<file path="src/rtl/conv_result_writeback_pkg.sv">
// Shared widths, defaults and FSM state encoding for the convolution result writeback block.
package conv_result_writeback_pkg;

    localparam int CRW_RESULT_SIZE = 32;
    localparam int CRW_DATA_WIDTH  = 8;
    localparam int CRW_ADDR_SIZE   = 16;
    localparam int CRW_FIFO_DEPTH  = 8;

    typedef enum logic [1:0] {
        ST_IDLE  = 2'd0,
        ST_RUN   = 2'd1,
        ST_DRAIN = 2'd2,
        ST_DONE  = 2'd3
    } crw_state_e;

endpackage

</file>
<file path="src/rtl/conv_result_writeback_if.sv">
// Result RAM write port (upstream) plus output RAM valid/ready write channel.
interface conv_result_writeback_if
    import conv_result_writeback_pkg::*;
#(
    parameter int RESULT_SIZE = CRW_RESULT_SIZE,
    parameter int DATA_WIDTH  = CRW_DATA_WIDTH,
    parameter int ADDR_SIZE   = CRW_ADDR_SIZE
);

    logic                   in_ena;
    logic                   in_wea;
    logic [ADDR_SIZE-1:0]   in_addr;
    logic [RESULT_SIZE-1:0] in_data;
    logic                   in_w_done;

    logic                   out_valid;
    logic                   out_ready;
    logic [ADDR_SIZE-1:0]   out_addr;
    logic [DATA_WIDTH-1:0]  out_data;

    modport master (
        output in_ena, in_wea, in_addr, in_data, in_w_done, out_ready,
        input  out_valid, out_addr, out_data
    );

    modport slave (
        input  in_ena, in_wea, in_addr, in_data, in_w_done, out_ready,
        output out_valid, out_addr, out_data
    );

endinterface

</file>
<file path="src/rtl/conv_result_writeback_sync_fifo.sv">
// First-word-fall-through synchronous FIFO; a push into a full FIFO is taken only alongside a pop.
module sync_fifo #(
    parameter int WIDTH = 24,
    parameter int DEPTH = 8
) (
    input  logic             clk,
    input  logic             rst,
    input  logic             push_i,
    input  logic [WIDTH-1:0] data_i,
    input  logic             pop_i,
    output logic [WIDTH-1:0] data_o,
    output logic             empty_o,
    output logic             full_o
);

    localparam int PW = $clog2(DEPTH);

    logic [WIDTH-1:0] mem_q [DEPTH];
    logic [PW-1:0]    wr_ptr_q;
    logic [PW-1:0]    rd_ptr_q;
    logic [PW:0]      cnt_q;
    logic             wr_en;
    logic             rd_en;

    assign empty_o = (cnt_q == '0);
    assign full_o  = (cnt_q == (PW+1)'(DEPTH));
    assign rd_en   = pop_i && !empty_o;
    assign wr_en   = push_i && (!full_o || rd_en);
    // Head is forced to zero when empty so stale storage never shows on the outputs.
    assign data_o  = empty_o ? '0 : mem_q[rd_ptr_q];

    // Storage array, written on accepted pushes only.
    always_ff @(posedge clk) begin
        if (wr_en) begin
            mem_q[wr_ptr_q] <= data_i;
        end
    end

    // Pointer and occupancy bookkeeping.
    always_ff @(posedge clk) begin
        if (rst) begin
            wr_ptr_q <= '0;
            rd_ptr_q <= '0;
            cnt_q    <= '0;
        end else begin
            if (wr_en) begin
                wr_ptr_q <= wr_ptr_q + PW'(1);
            end
            if (rd_en) begin
                rd_ptr_q <= rd_ptr_q + PW'(1);
            end
            case ({wr_en, rd_en})
                2'b10:   cnt_q <= cnt_q + (PW+1)'(1);
                2'b01:   cnt_q <= cnt_q - (PW+1)'(1);
                default: cnt_q <= cnt_q;
            endcase
        end
    end

endmodule

</file>
<file path="src/rtl/conv_result_writeback.sv">
// Requantises GEMM results (round, shift, ReLU, saturate) and queues them for the output RAM.
//
// state | meaning
// IDLE  | waiting for start; inputs ignored
// RUN   | accepting result writes until in_w_done
// DRAIN | no new writes; flushing pipeline and FIFO
// DONE  | one-cycle done pulse, count check result visible
module conv_result_writeback
    import conv_result_writeback_pkg::*;
#(
    parameter int RESULT_SIZE = CRW_RESULT_SIZE,
    parameter int DATA_WIDTH  = CRW_DATA_WIDTH,
    parameter int ADDR_SIZE   = CRW_ADDR_SIZE,
    parameter int FIFO_DEPTH  = CRW_FIFO_DEPTH
) (
    input  logic                  clk,
    input  logic                  rst,
    input  logic                  start,
    input  logic [4:0]            cfg_shift,
    input  logic                  cfg_relu_en,
    input  logic [ADDR_SIZE-1:0]  cfg_expected,
    conv_result_writeback_if.slave bus,
    output logic                  busy,
    output logic                  done,
    output logic                  overflow,
    output logic                  count_err,
    output logic [ADDR_SIZE-1:0]  wr_count
);

    // One guard bit so the rounding add cannot wrap.
    localparam int RW = RESULT_SIZE + 1;
    localparam int FW = ADDR_SIZE + DATA_WIDTH;
    localparam logic signed [RW-1:0] SAT_MAX = RW'(2 ** (DATA_WIDTH - 1) - 1);
    localparam logic signed [RW-1:0] SAT_MIN = RW'(-(2 ** (DATA_WIDTH - 1)));

    crw_state_e              state_q, state_d;
    logic                    s1_vld_q;
    logic [ADDR_SIZE-1:0]    s1_addr_q;
    logic signed [RW-1:0]    s1_data_q;
    logic                    s2_vld_q;
    logic [ADDR_SIZE-1:0]    s2_addr_q;
    logic [DATA_WIDTH-1:0]   s2_data_q;
    logic [ADDR_SIZE-1:0]    wr_count_q;
    logic                    overflow_q;
    logic                    count_err_q;

    logic                    accept;
    logic                    clear;
    logic                    pop;
    logic                    push_drop;
    logic                    fifo_rst;
    logic                    fifo_empty;
    logic                    fifo_full;
    logic [FW-1:0]           fifo_dout;
    logic signed [RW-1:0]    in_ext;
    logic signed [RW-1:0]    rnd_ofs;
    logic signed [RW-1:0]    r1_d;
    logic signed [RW-1:0]    r_relu;
    logic [DATA_WIDTH-1:0]   sat_d;

    assign accept    = (state_q == ST_RUN) && bus.in_ena && bus.in_wea;
    assign clear     = (state_q == ST_IDLE) && start;
    assign pop       = bus.out_valid && bus.out_ready;
    assign push_drop = s2_vld_q && fifo_full && !pop;
    assign fifo_rst  = rst || clear;

    // State register.
    always_ff @(posedge clk) begin
        if (rst) begin
            state_q <= ST_IDLE;
        end else begin
            state_q <= state_d;
        end
    end

    // Next-state decode.
    always_comb begin
        state_d = state_q;
        case (state_q)
            ST_IDLE:  if (start) state_d = ST_RUN;
            ST_RUN:   if (bus.in_w_done) state_d = ST_DRAIN;
            ST_DRAIN: if (!s1_vld_q && !s2_vld_q && fifo_empty) state_d = ST_DONE;
            default:  state_d = ST_IDLE;
        endcase
    end

    // State-derived outputs.
    always_comb begin
        busy = (state_q == ST_RUN) || (state_q == ST_DRAIN);
        done = (state_q == ST_DONE);
    end

    // Stage 1 arithmetic: round-half-up then arithmetic shift.
    always_comb begin
        in_ext  = {bus.in_data[RESULT_SIZE-1], bus.in_data};
        rnd_ofs = (cfg_shift != 5'd0) ? (RW'(1) << (cfg_shift - 5'd1)) : '0;
        r1_d    = (in_ext + rnd_ofs) >>> cfg_shift;
    end

    // Stage 2 arithmetic: optional ReLU, then clamp to the output word range.
    always_comb begin
        r_relu = s1_data_q;
        if (cfg_relu_en && s1_data_q[RW-1]) begin
            r_relu = '0;
        end
        if (r_relu > SAT_MAX) begin
            sat_d = SAT_MAX[DATA_WIDTH-1:0];
        end else if (r_relu < SAT_MIN) begin
            sat_d = SAT_MIN[DATA_WIDTH-1:0];
        end else begin
            sat_d = r_relu[DATA_WIDTH-1:0];
        end
    end

    // Pipeline registers, write counter and sticky status flags.
    always_ff @(posedge clk) begin
        if (rst) begin
            s1_vld_q    <= 1'b0;
            s1_addr_q   <= '0;
            s1_data_q   <= '0;
            s2_vld_q    <= 1'b0;
            s2_addr_q   <= '0;
            s2_data_q   <= '0;
            wr_count_q  <= '0;
            overflow_q  <= 1'b0;
            count_err_q <= 1'b0;
        end else begin
            s1_vld_q  <= accept;
            s1_addr_q <= bus.in_addr;
            s1_data_q <= r1_d;
            s2_vld_q  <= s1_vld_q;
            s2_addr_q <= s1_addr_q;
            s2_data_q <= sat_d;
            if (clear) begin
                wr_count_q  <= '0;
                overflow_q  <= 1'b0;
                count_err_q <= 1'b0;
            end else begin
                if (accept && (wr_count_q != '1)) begin
                    wr_count_q <= wr_count_q + ADDR_SIZE'(1);
                end
                if (push_drop) begin
                    overflow_q <= 1'b1;
                end
                // Judged on entry to DONE so the flag is already valid alongside done.
                if ((state_q == ST_DRAIN) && (state_d == ST_DONE) && (wr_count_q != cfg_expected)) begin
                    count_err_q <= 1'b1;
                end
            end
        end
    end

    sync_fifo #(
        .WIDTH (FW),
        .DEPTH (FIFO_DEPTH)
    ) u_fifo (
        .clk     (clk),
        .rst     (fifo_rst),
        .push_i  (s2_vld_q),
        .data_i  ({s2_addr_q, s2_data_q}),
        .pop_i   (pop),
        .data_o  (fifo_dout),
        .empty_o (fifo_empty),
        .full_o  (fifo_full)
    );

    assign bus.out_valid = !fifo_empty;
    assign {bus.out_addr, bus.out_data} = fifo_dout;
    assign overflow  = overflow_q;
    assign count_err = count_err_q;
    assign wr_count  = wr_count_q;

endmodule

</file>
<file path="src/flat_wrapper.sv">
// flat-port wrapper written by rule: the top's interface ports become plain ports
module conv_result_writeback_flat import conv_result_writeback_pkg::*;
#(
    parameter int RESULT_SIZE = CRW_RESULT_SIZE,
    parameter int DATA_WIDTH  = CRW_DATA_WIDTH,
    parameter int ADDR_SIZE   = CRW_ADDR_SIZE,
    parameter int FIFO_DEPTH  = CRW_FIFO_DEPTH
)
  (clk, rst, start, cfg_shift, cfg_relu_en, cfg_expected, busy, done, overflow, count_err, wr_count, bus_in_ena, bus_in_wea, bus_in_addr, bus_in_data, bus_in_w_done, bus_out_ready, bus_out_valid, bus_out_addr, bus_out_data);
  conv_result_writeback_if #(.RESULT_SIZE(RESULT_SIZE), .DATA_WIDTH(DATA_WIDTH), .ADDR_SIZE(ADDR_SIZE)) bus_i ();
  input  logic clk;
  input  logic rst;
  input  logic start;
  input  logic [4:0] cfg_shift;
  input  logic cfg_relu_en;
  input  logic [ADDR_SIZE-1:0] cfg_expected;
  output logic busy;
  output logic done;
  output logic overflow;
  output logic count_err;
  output logic [ADDR_SIZE-1:0] wr_count;
  input wire logic [$bits(bus_i.in_ena)-1:0] bus_in_ena;
  input wire logic [$bits(bus_i.in_wea)-1:0] bus_in_wea;
  input wire logic [$bits(bus_i.in_addr)-1:0] bus_in_addr;
  input wire logic [$bits(bus_i.in_data)-1:0] bus_in_data;
  input wire logic [$bits(bus_i.in_w_done)-1:0] bus_in_w_done;
  input wire logic [$bits(bus_i.out_ready)-1:0] bus_out_ready;
  output wire logic [$bits(bus_i.out_valid)-1:0] bus_out_valid;
  output wire logic [$bits(bus_i.out_addr)-1:0] bus_out_addr;
  output wire logic [$bits(bus_i.out_data)-1:0] bus_out_data;
  assign bus_i.in_ena = bus_in_ena;
  assign bus_i.in_wea = bus_in_wea;
  assign bus_i.in_addr = bus_in_addr;
  assign bus_i.in_data = bus_in_data;
  assign bus_i.in_w_done = bus_in_w_done;
  assign bus_i.out_ready = bus_out_ready;
  assign bus_out_valid = bus_i.out_valid;
  assign bus_out_addr = bus_i.out_addr;
  assign bus_out_data = bus_i.out_data;
  conv_result_writeback #(.RESULT_SIZE(RESULT_SIZE), .DATA_WIDTH(DATA_WIDTH), .ADDR_SIZE(ADDR_SIZE), .FIFO_DEPTH(FIFO_DEPTH)) u_core (.clk(clk), .rst(rst), .start(start), .cfg_shift(cfg_shift), .cfg_relu_en(cfg_relu_en), .cfg_expected(cfg_expected), .bus(bus_i), .busy(busy), .done(done), .overflow(overflow), .count_err(count_err), .wr_count(wr_count));
endmodule
</file>
<file path="config.mk">
export PLATFORM = sky130hd
export DESIGN_NAME = conv_result_writeback_flat
export DESIGN_NICKNAME = d
export VERILOG_FILES = /design/src/rtl/conv_result_writeback_pkg.sv /design/src/rtl/conv_result_writeback_if.sv /design/src/rtl/conv_result_writeback_sync_fifo.sv /design/src/rtl/conv_result_writeback.sv /design/src/flat_wrapper.sv
export SDC_FILE = /design/constraint.sdc
export NUM_CORES = 1
export LEC_CHECK = 0
export CORE_UTILIZATION = 31
export CTS_CLUSTER_SIZE = 12
export DETAILED_ROUTE_END_ITERATION = 8
export HOLD_SLACK_MARGIN = 0.08
export PLACE_DENSITY = 0.48
export SLEW_MARGIN = 10
export SYNTH_ARGS = -nofsm -noshare
export SYNTH_HDL_FRONTEND = slang
export SYNTH_SLANG_ARGS = --single-unit
</file>
<file path="constraint.sdc">
create_clock -name clk -period 6.04 [get_ports clk]
set_input_delay 1.812 -clock clk [delete_from_list [all_inputs] [get_ports clk]]
set_output_delay 1.812 -clock clk [all_outputs]
set_load 0.05 [all_outputs]
</file>
After elaboration in Yosys (flattened, before gate mapping):

Memory sizes are Yosys's and may differ from the RTL's. A register that Yosys moved wholly into a read port is not among the register bits.
Index checks and enable logic that the tools add are counted.

* register bits after elaboration: 105
* RAM bits: 192
* output and inout port bits: 45
* word-level logic and storage cells: 77
* memories kept: 1

* add/sub/neg operators: 7
* $lt $le $gt $ge: 2
* equal/unequal tests: 9
* shifts and indexed selects: 2
* muxes and demuxes: 14
* reduce and logical (&&, ||, !) cells: 28

Memories
* u_core.u_fifo.mem_q: words 8, width 24, read ports 1, clocked after memory_dff 1, wr ports 1, RTL line conv_result_writeback_sync_fifo.sv:18 `logic [WIDTH-1:0] mem_q [DEPTH];`

Operator list (count)
* $mux 33: 2
* $add 32x33->33: 1
* $gt 33x8->1 const B: 1
* $lt 33x8->1 const B: 1
* $shl 1x5->33 const A: 1
* $sshr 33x5->33: 1
* $mux 24: 1
* $add 16x1->16 const B: 1
* $ne 16x16->1: 1
* $ne 16x16->1 const B: 1
* $logic_and 1x1->1: 14
* $eq 2x2->1 const B: 4
* $mux 8: 1
* $pmux 4 s2: 1
* $mux 7: 1
* $add 3x1->3 const B: 2
* $mux 2: 3
* $mux 3: 2
* $pmux 2 s3: 1
* $logic_not 1->1: 5
* $reduce_bool 5->1: 1
* $sub 5x1->5 const B: 1
* $add 4x1->4 const B: 1
* $eq 2x1->1 const B: 2
* other kinds (8): 12

Logic depth before layout (Yosys ltp):

Gate-level depths: netlist of run 1.

* depth after elaboration: 8
* depth in mapped cells: 19

Hierarchy:

From an unflattened synthesis of run 1, not the netlist that was laid out.

* cell total of the unflattened synthesis: 1376
* area total of the unflattened synthesis: 15775.1 µm²

Modules (own cells, without submodules)
* sync_fifo: instances 1, cells each 386, area an instance 8015.2 µm², sequential area each 6025.8 µm²
* conv_result_writeback: instances 1, cells each 990, area an instance 7759.9 µm², sequential area each 1901.8 µm²

Worst setup path before layout of run 1:

No wires, ideal clock.

* path kind: input to register
* from: input cfg_shift[2]
* to: register u_core.s1_data_q[17]
* arrival: 5794 ps
* required time: 5904 ps
* setup slack: 110 ps
* stages on the path: 18
* path buffers: 6
* cells stage by stage: clkbuf_1 -> clkbuf_1 -> clkbuf_1 -> clkbuf_1 -> clkbuf_1 -> nand2_1 -> nor2_1 -> ha_1 -> buf_2 -> a211oi_1 -> o21bai_1 -> a221oi_2 -> o22ai_1 -> or3_4 -> a31oi_1 -> o221ai_1 -> o31ai_2 -> o221ai_1

* longest elaborated chain between the ends: 5
* elaborated cells between the ends (all ways): 6
* those cells by class: add/sub (2); shift (2); mux (1); reduce/logical (1)

Ends and longest elaborated chain
* start, declared: RTL line flat_wrapper.sv:14 `input logic [4:0] cfg_shift;`
* $sub 5x1->5: RTL line conv_result_writeback.sv:96 `rnd_ofs = (cfg_shift != 5'd0) ? (RW'(1) << (cfg_shift - 5'd1)) : '0;`
* $shl 1x5->33: RTL line conv_result_writeback.sv:96
* $mux 33: RTL line conv_result_writeback.sv:96
* $add 32x33->33: RTL line conv_result_writeback.sv:97 `r1_d = (in_ext + rnd_ofs) >>> cfg_shift;`
* $sshr 33x5->33 *: RTL line conv_result_writeback.sv:97
* end signal, assigned: RTL line conv_result_writeback.sv:130 `s1_data_q <= r1_d;`
* end, declared: RTL line conv_result_writeback.sv:39 `logic signed [RW-1:0] s1_data_q;`

Mark *: on every way between the ends. The rest lies on a longest branch, timed or not.
A chain may end at the register's enable or synchronous reset.

Worst setup path after layout of run 1:

* from: input cfg_shift[4]
* to: register u_core.s1_data_q[27]

Same word-level chain as after synthesis.

==> flow_metrics.py, run 1 <==
metrics = {
    "critical_path": {
        "timing.critical_path.cells": "clkdlybuf4s50_1, clkinv_1, nand2_1, nor2_1, ha_1, fa_1, a211oi_2, buf_4, o211ai_2, a21boi_2, a211o_1, nand2_1, a2111oi_4, nand2_1, o221ai_1, buf_4, o2bb2ai_1",
        "critical_path_peak_fanout": 5,
        "timing.critical_path.arrival_ns": 6.15,
        "critical_path_end_type": "flop",
        "critical_path_required_ns": 6.49,
        "crit_path_frequent_cell": "sky130_fd_sc_hd__nand2_1",
        "crit_type": "input port to flop",
        "critical_path_source_type": "input port",
        "timing.critical_path.slowest_stage_cell": "sky130_fd_sc_hd__clkdlybuf4s50_1",
        "cpPeakStageDelay_ns": 0.58,
    },
    "synthesis": {
        "synthesis.nets": 1649,
        "cell_taking_the_most_area_after_synthesis": "sky130_fd_sc_hd__edfxtp_1",
        "asyncSetResetFlopFracSynth_pct": 0,
        "yosys_register_bits": 300,
        "post_synth_edffs": 192,
        "netlist_top_cells_area": "sky130_fd_sc_hd__edfxtp_1, sky130_fd_sc_hd__dfxtp_1, sky130_fd_sc_hd__mux4_2",
        "seq_area_frac_synth_pct": 48.46,
        "syn_inst": 1527,
        "yosys_most_used_dff": "sky130_fd_sc_hd__edfxtp_1",
        "synth-warning-count": 0,
        "synth.distinct_cells": 95,
        "syn-cell-area_um2": 16360,
        "post_synth.cell_area_avg_um2": 10.71,
        "synthDominantCellAreaShare_pct": 35.24,
    },
    "route": {
        "tritonroute_pass_1_iters": 5,
        "drt.antenna.violating_nets": 0,
        "postRouteWirelength_mm": 53.15,
        "detail_route.vias_per_cell": 5.341,
        "detail_route.iter0.violations": 817,
        "detail_route.drc_violations": 0,
        "route.detailed.wl_per_inst_um": 20.51,
        "detailroute.via_count": 13843,
    },
    "timing": {
        "timing.fmax_mhz": 175.4,
        "fin_worst_hold_slack_ns": 0.4359,
        "post-route-worst-setup-slack_ns": 0.3397,
        "report.final.slew_viol_count": 0,
        "final_min_period_over_clock_period_pct": 94.38,
        "setup_violations": 0,
        "worstMarginPinSlew_ns": 1.026,
        "timing.slew.headroom_pct": 31.44,
        "setup_total_negative_slack_ns": 0,
        "period_needed_ns": 5.700,
        "rsz0062_at_grt": "false",
        "finClkSkew_ns": 0.01518,
        "hold_viol": 0,
    },
    "finish": {
        "finish.net_count": 2007,
        "layout_commonest_cell": "sky130_fd_sc_hd__buf_4",
        "most-common-layout-cells": "sky130_fd_sc_hd__buf_4, sky130_fd_sc_hd__edfxtp_1, sky130_fd_sc_hd__nor2_1",
        "drive_above_1_share_pct": 22.83,
        "final_design_area_no_fill_um2": 21230,
        "final_core_util_pct": 41.06,
        "area_growth_pct": 29.80,
        "layoutNonFillerInstCount": 2592,
    },
    "placement": {
        "place_area_um2": 20270,
        "io_buffers": 121,
        "place.detailed.instances": 2532,
        "gp_congestion": 0.9295,
        "post-dp-hpwl_mm": 39.38,
        "dp_worst_setup_slack_ns": -0.3028,
    },
    "global_routing": {
        "grt_pass1_vias": 14094,
        "grt_antenna_before_repair": 2,
        "grt_start_max_net_pins": 53,
        "grt_pass1_wl_mm": 81.91,
        "grt_util_all_layers_pct": 19.68,
        "globalRoute.totalOverflow": 0,
    },
    "power": {
        "sequentialPowerShare_pct": 47.4,
        "power.static_leakage_nw": 7.606,
        "power.net_switching_mw": 1.217,
        "clkPwrFrac_pct": 36.9,
        "switching_share_pct": 25.50,
        "combinationalPowerShare_pct": 15.7,
        "vdd_ir_drop_max_mv": 0.1580,
        "p_int_mw": 3.555,
        "finalPower_mw": 4.771,
        "cellPowerDensity_nw_per_um2": 224.7,
    },
    "cts": {
        "clock_buffer_count_from_cts": 31,
        "clockBufferDepth": 3,
        "worst_path_clk_slew_ns": 0.06,
        "clock_tree.htree_level_count": 1,
        "clock_insertion_delay_worst_skew_ns": 0.57,
        "clock_sink_count": 300,
        "clock_tree_from_tritoncts": "yes",
        "root_buffer_master": "sky130_fd_sc_hd__clkbuf_16",
        "number_of_hold_repair_buffers_added_at_the_cts_stage": 0,
    },
    "die": {
        "design.core.area_um2": 51720,
        "floorplan.rows": 83,
        "initial_utilization_pct": 31.63,
        "floorplan.die_area_um2": 53690,
        "dieHeight_um": 231.7,
        "io-pin-count": 122,
        "die_width_um": 231.7,
    },
    "run": {
        "drv_cap": 0,
    },
    "hold_path": {
        "hp-class": "flop to flop",
    },
    "status": {
        "run_status": "finished clean",
    },
}
## cell usage after synthesis, types with 23 or more instances
library cell               count
sky130_fd_sc_hd__ha_1         43
sky130_fd_sc_hd__nand3_1      34
sky130_fd_sc_hd__o21ai_0      58
sky130_fd_sc_hd__dfxtp_1     108
sky130_fd_sc_hd__mux4_2       52
sky130_fd_sc_hd__nand2_1     108
sky130_fd_sc_hd__nor3_1       49
sky130_fd_sc_hd__xnor2_1      32
sky130_fd_sc_hd__nor2b_1      37
sky130_fd_sc_hd__edfxtp_1    192
sky130_fd_sc_hd__nor4_1       23
sky130_fd_sc_hd__a21oi_1      88
sky130_fd_sc_hd__mux2i_1      44
sky130_fd_sc_hd__nor2_1      175
sky130_fd_sc_hd__clkbuf_1     54
sky130_fd_sc_hd__inv_1        36
sky130_fd_sc_hd__a211oi_1     29
sky130_fd_sc_hd__nand4_1      37
## power by group through the flow
| stage | registers, mW | clock network, mW | logic [mW] |
|---|---|---|---|
| 2_1_floorplan | 2.29 | 0 | 0.391 |
| 3_3_place_gp | 2.30 | 0 | 0.742 |
| 3_5_place_dp | 2.30 | 0 | 0.743 |
| 4_1_cts | 2.26 | 1.81 | 0.747 |
| 5_1_grt | 2.27 | 1.88 | 0.810 |
| 6_report | 2.26 | 1.76 | 0.751 |
## layout make-up
cell class | instances | area (um2)
antenna | 2 | 5.005
clock buffer | 49 | 843.3
clock inverter | 9 | 83.83
fill | 5083 | 30480
inverter | 40 | 150.1
multi-input combinational | 1104 | 8000
sequential | 300 | 7933
tap | 680 | 850.8
timing repair buffer | 408 | 3368
## flip-flops by register name, indices dropped and copies added (netlist names), named ones only
name and flops:
u_core.state_q 2, u_core.u_fifo.mem_q 192, u_core.s2_vld_q 1, u_core.wr_count 16
u_core.u_fifo.rd_ptr_q 3, u_core.u_fifo.cnt_q 4, u_core.s1_vld_q 1, u_core.s2_addr_q 16
u_core.s1_addr_q 16, u_core.u_fifo.wr_ptr_q 3, u_core.count_err 1, u_core.s1_data_q 33
u_core.s2_data_q 8, u_core.overflow 1
## metal layers
layer	part of all wire, %	track usage [%]
met1	43	24.85
met2	49	34.47
met3	4.3	1.940
met4	3.8	7.607
met5	0	0
## path summary, 6_finish.rpt
check | startpoint | end | slack (ns) | cells past startpoint
setup / recovery | cfg_shift[4] | u_core.s1_data_q[27] | 0.34 | 17
hold / removal | u_core.s1_addr_q[4] | u_core.s2_addr_q[4] | 0.44 | 1
setup reg to reg | u_core.wr_count[7] | u_core.wr_count[11] | 3.26 | 8
hold reg to reg | u_core.s1_addr_q[4] | u_core.s2_addr_q[4] | 0.44 | 1
## logic make-up after synthesis
family	synth area share, %
AND/OR/NAND/NOR	14.88
AO/OA/AOI/OAI	16.94
flip-flops	48.46
buffers and inverters	2.998
multiplexers	10.54
XOR/XNOR	2.623
adder cells (fa/ha/maj)	3.533
other	0.02292
## worst max-delay path: cells and delay by family
family                   cells  cell delay [ns]
AND/OR/NAND/NOR              4             0.61
adder cells (fa/ha/maj)      2             0.61
AO/OA/AOI/OAI                7             2.03
buffers and inverters        4             1.07
## timing repair
item | CTS | global route
setup endpoints to repair | 0 | 2
setup buffers | 0 | 0
gates resized for setup | 0 | 3
Power figures use the tool's default switching activity.
==> run 2, diff against run 1 <==
--- a/config.mk
+++ b/config.mk
@@ -6,6 +6,7 @@
 export NUM_CORES = 1
 export LEC_CHECK = 0
 export CORE_UTILIZATION = 31
+export CTS_BUF_LIST = sky130_fd_sc_hd__clkbuf_4
 export CTS_CLUSTER_SIZE = 12
 export DETAILED_ROUTE_END_ITERATION = 8
 export HOLD_SLACK_MARGIN = 0.08
==> flow_metrics.py, run 2 (synthesis results as in run 1) <==
metrics = {
    "route": {
        "detailroute.via_count": 14113,
        "detail_route.iter0.violations": 836,
        "detail_route.vias_per_cell": 5.286,
        "postRouteWirelength_mm": 53.48,
        "drt.antenna.violating_nets": 0,
        "detail_route.drc_violations": 0,
        "tritonroute_pass_1_iters": 5,
        "route.detailed.wl_per_inst_um": 20.03,
    },
    "placement": {
        "post-dp-hpwl_mm": 39.38,
        "gp_congestion": 0.9295,
        "place.detailed.instances": 2532,
        "io_buffers": 121,
        "dp_worst_setup_slack_ns": -0.3028,
    },
    "cts": {
        "clock_tree_from_tritoncts": "yes",
        "clock_buffer_count_from_cts": 76,
        "root_buffer_master": "sky130_fd_sc_hd__clkbuf_4",
        "clockBufferDepth": 3,
        "clock_tree.htree_level_count": 3,
        "clock_insertion_delay_worst_skew_ns": 0.74,
        "clock_sink_count": 300,
        "worst_path_clk_slew_ns": 0.06,
    },
    "power": {
        "power.net_switching_mw": 1.247,
        "power.static_leakage_nw": 7.738,
        "switching_share_pct": 26.50,
        "clkPwrFrac_pct": 36.0,
        "sequentialPowerShare_pct": 48.0,
        "p_int_mw": 3.459,
        "vdd_ir_drop_max_mv": 0.1001,
        "combinationalPowerShare_pct": 15.9,
        "cellPowerDensity_nw_per_um2": 221.3,
    },
    "timing": {
        "hold_viol": 0,
        "report.final.slew_viol_count": 0,
        "worstMarginPinSlew_ns": 1.035,
        "timing.slew.headroom_pct": 30.82,
        "final_min_period_over_clock_period_pct": 93.66,
        "fin_worst_hold_slack_ns": 0.4275,
        "finClkSkew_ns": 0.05604,
        "post-route-worst-setup-slack_ns": 0.3830,
        "rsz0062_at_grt": "false",
        "period_needed_ns": 5.657,
        "setup_violations": 0,
        "timing.fmax_mhz": 176.8,
    },
    "global_routing": {
        "grt_util_all_layers_pct": 20.06,
        "grt_pass1_wl_mm": 82.70,
        "globalRoute.totalOverflow": 0,
        "grt_start_max_net_pins": 53,
        "grt_pass1_vias": 14496,
        "grt_antenna_before_repair": 3,
    },
    "critical_path": {
        "r2r-start": "u_core.wr_count[8]",
        "critical-path-top-delay-family": "buffers and inverters",
        "critical_path_source_type": "input port",
        "timing.critical_path.cells": "clkdlybuf4s50_1, buf_4, nor2_1, buf_4, nand2_1, nor2_1, ha_1, buf_4, nand4_1, nor4_1, a222oi_1, buf_4, and2_2, buf_4, xnor2_1, nor2_1, buf_4, o311ai_0, a21oi_1, nor4_1",
        "critical_path_depth": 20,
        "critical_path_peak_fanout": 14,
        "timing.critical_path.slowest_stage_cell": "sky130_fd_sc_hd__clkdlybuf4s50_1",
        "cpPeakStageDelay_ns": 0.60,
        "critPathLaunch": "cfg_shift[3]",
        "timing.critical_path.arrival_ns": 6.20,
        "critical_path_end_type": "flop",
        "critical_path_required_ns": 6.58,
        "worst_r2r_path_depth": 8,
        "crit_type": "input port to flop",
        "crit_path_frequent_cell": "sky130_fd_sc_hd__buf_4",
        "critical_path.n_buffers_inverters": 7,
    },
    "finish": {
        "largest_register_ffs": 192,
        "largest-register": "u_core.u_fifo.mem_q",
        "finish.net_count": 2052,
        "layoutNonFillerInstCount": 2670,
        "drive_above_1_share_pct": 26.07,
        "layout_commonest_cell": "sky130_fd_sc_hd__buf_4",
        "layout_top_registers": "u_core.u_fifo.mem_q x192, u_core.s1_data_q x33",
        "area_growth_pct": 30.03,
        "most-common-layout-cells": "sky130_fd_sc_hd__buf_4, sky130_fd_sc_hd__edfxtp_1, sky130_fd_sc_hd__nor2_1",
    },
    "die": {
        "floorplan.die_area_um2": 53690,
        "die_width_um": 231.7,
        "io-pin-count": 122,
        "dieHeight_um": 231.7,
        "floorplan.rows": 83,
        "initial_utilization_pct": 31.63,
        "design.core.area_um2": 51720,
    },
    "run": {
        "drv_cap": 0,
    },
    "hold_path": {
        "hold_depth": 2,
        "hp-class": "flop to flop",
        "worstHoldStart": "u_core.s1_data_q[1]",
    },
    "status": {
        "run_status": "finished clean",
    },
}
[run 2: changes by cell type in the layout (fill, tap and decap cells not counted), sizes merged]
cell,change
clkinvlp,+1
clkbuf,+65
inv,-1
clkinv,+12
diode,+1
[run 2: metrics by stage]
step | power (mW) | TNS (ns) | utilization, % | cell area, um2
after global routing | 4.939 | 0 | 41.13 | 21270
after CTS | 4.768 | 0 | 41.09 | 21250
after floorplan | 2.681 | 0 | - | 16360
after detailed placement | 3.047 | -2.590 | 39.20 | 20270
after global placement | 3.045 | -2.334 | 39.20 | 20270
final | 4.707 | 0 | 41.13 | 21270
[run 2: worst reg2reg max path, cell delays in order, from the launching register on]
cell and delay (ns):
sky130_fd_sc_hd__dfxtp_1 0.36, sky130_fd_sc_hd__and4_1 0.25, sky130_fd_sc_hd__and3_1 0.23, sky130_fd_sc_hd__and3_1 0.23, sky130_fd_sc_hd__a41oi_2 0.54, sky130_fd_sc_hd__and4_1 0.35
sky130_fd_sc_hd__nand2b_1 0.21, sky130_fd_sc_hd__or3_1 0.36, sky130_fd_sc_hd__a21oi_1 0.15
[run 2: path summary, 6_finish.rpt]
kind	slack, ns	end
setup / recovery	0.38	u_core.s1_data_q[1]
setup reg to reg	3.26	u_core.wr_count[11]
hold / removal	0.43	u_core.s2_data_q[1]
hold reg to reg	0.43	u_core.s2_data_q[1]
[run 2: timing repair]
action	CTS	global route
resized for setup	0	1
hold buffers	0	0
setup buffers	0	0
endpoints found under the setup margin	0	1
hold endpoints to repair	0	0
[run 2: final cells by class]
class,instances,area (um2)
clock inverter,21,120.1
clock buffer,114,855.8
multi-input combinational,1104,7988
timing repair buffer,408,3368
sequential,300,7933
tap,680,850.8
inverter,40,150.1
fill,5150,30440
antenna,3,7.507
[run 2: power groups by stage]
stage                     clock (mW)  sequential (mW)  combinational [mW]
after CTS                       1.76             2.26               0.746
after global placement             0             2.30               0.742
after floorplan                    0             2.29               0.391
final                           1.70             2.26               0.750
after detailed placement           0             2.30               0.743
after global routing            1.86             2.26               0.810
[run 2: metal layers]
metal | track usage (%) | wire length, um | vias to the layer above | share of wire, %
met2 | 34.70 | 26290 | 439 | 49
met3 | 2.738 | 2324 | 103 | 4.3
met4 | 9.663 | 2053 | 0 | 3.8
met1 | 24.49 | 22810 | 6805 | 43
met5 | 0 | 0 | - | 0
li1 | - | - | 6766 | -
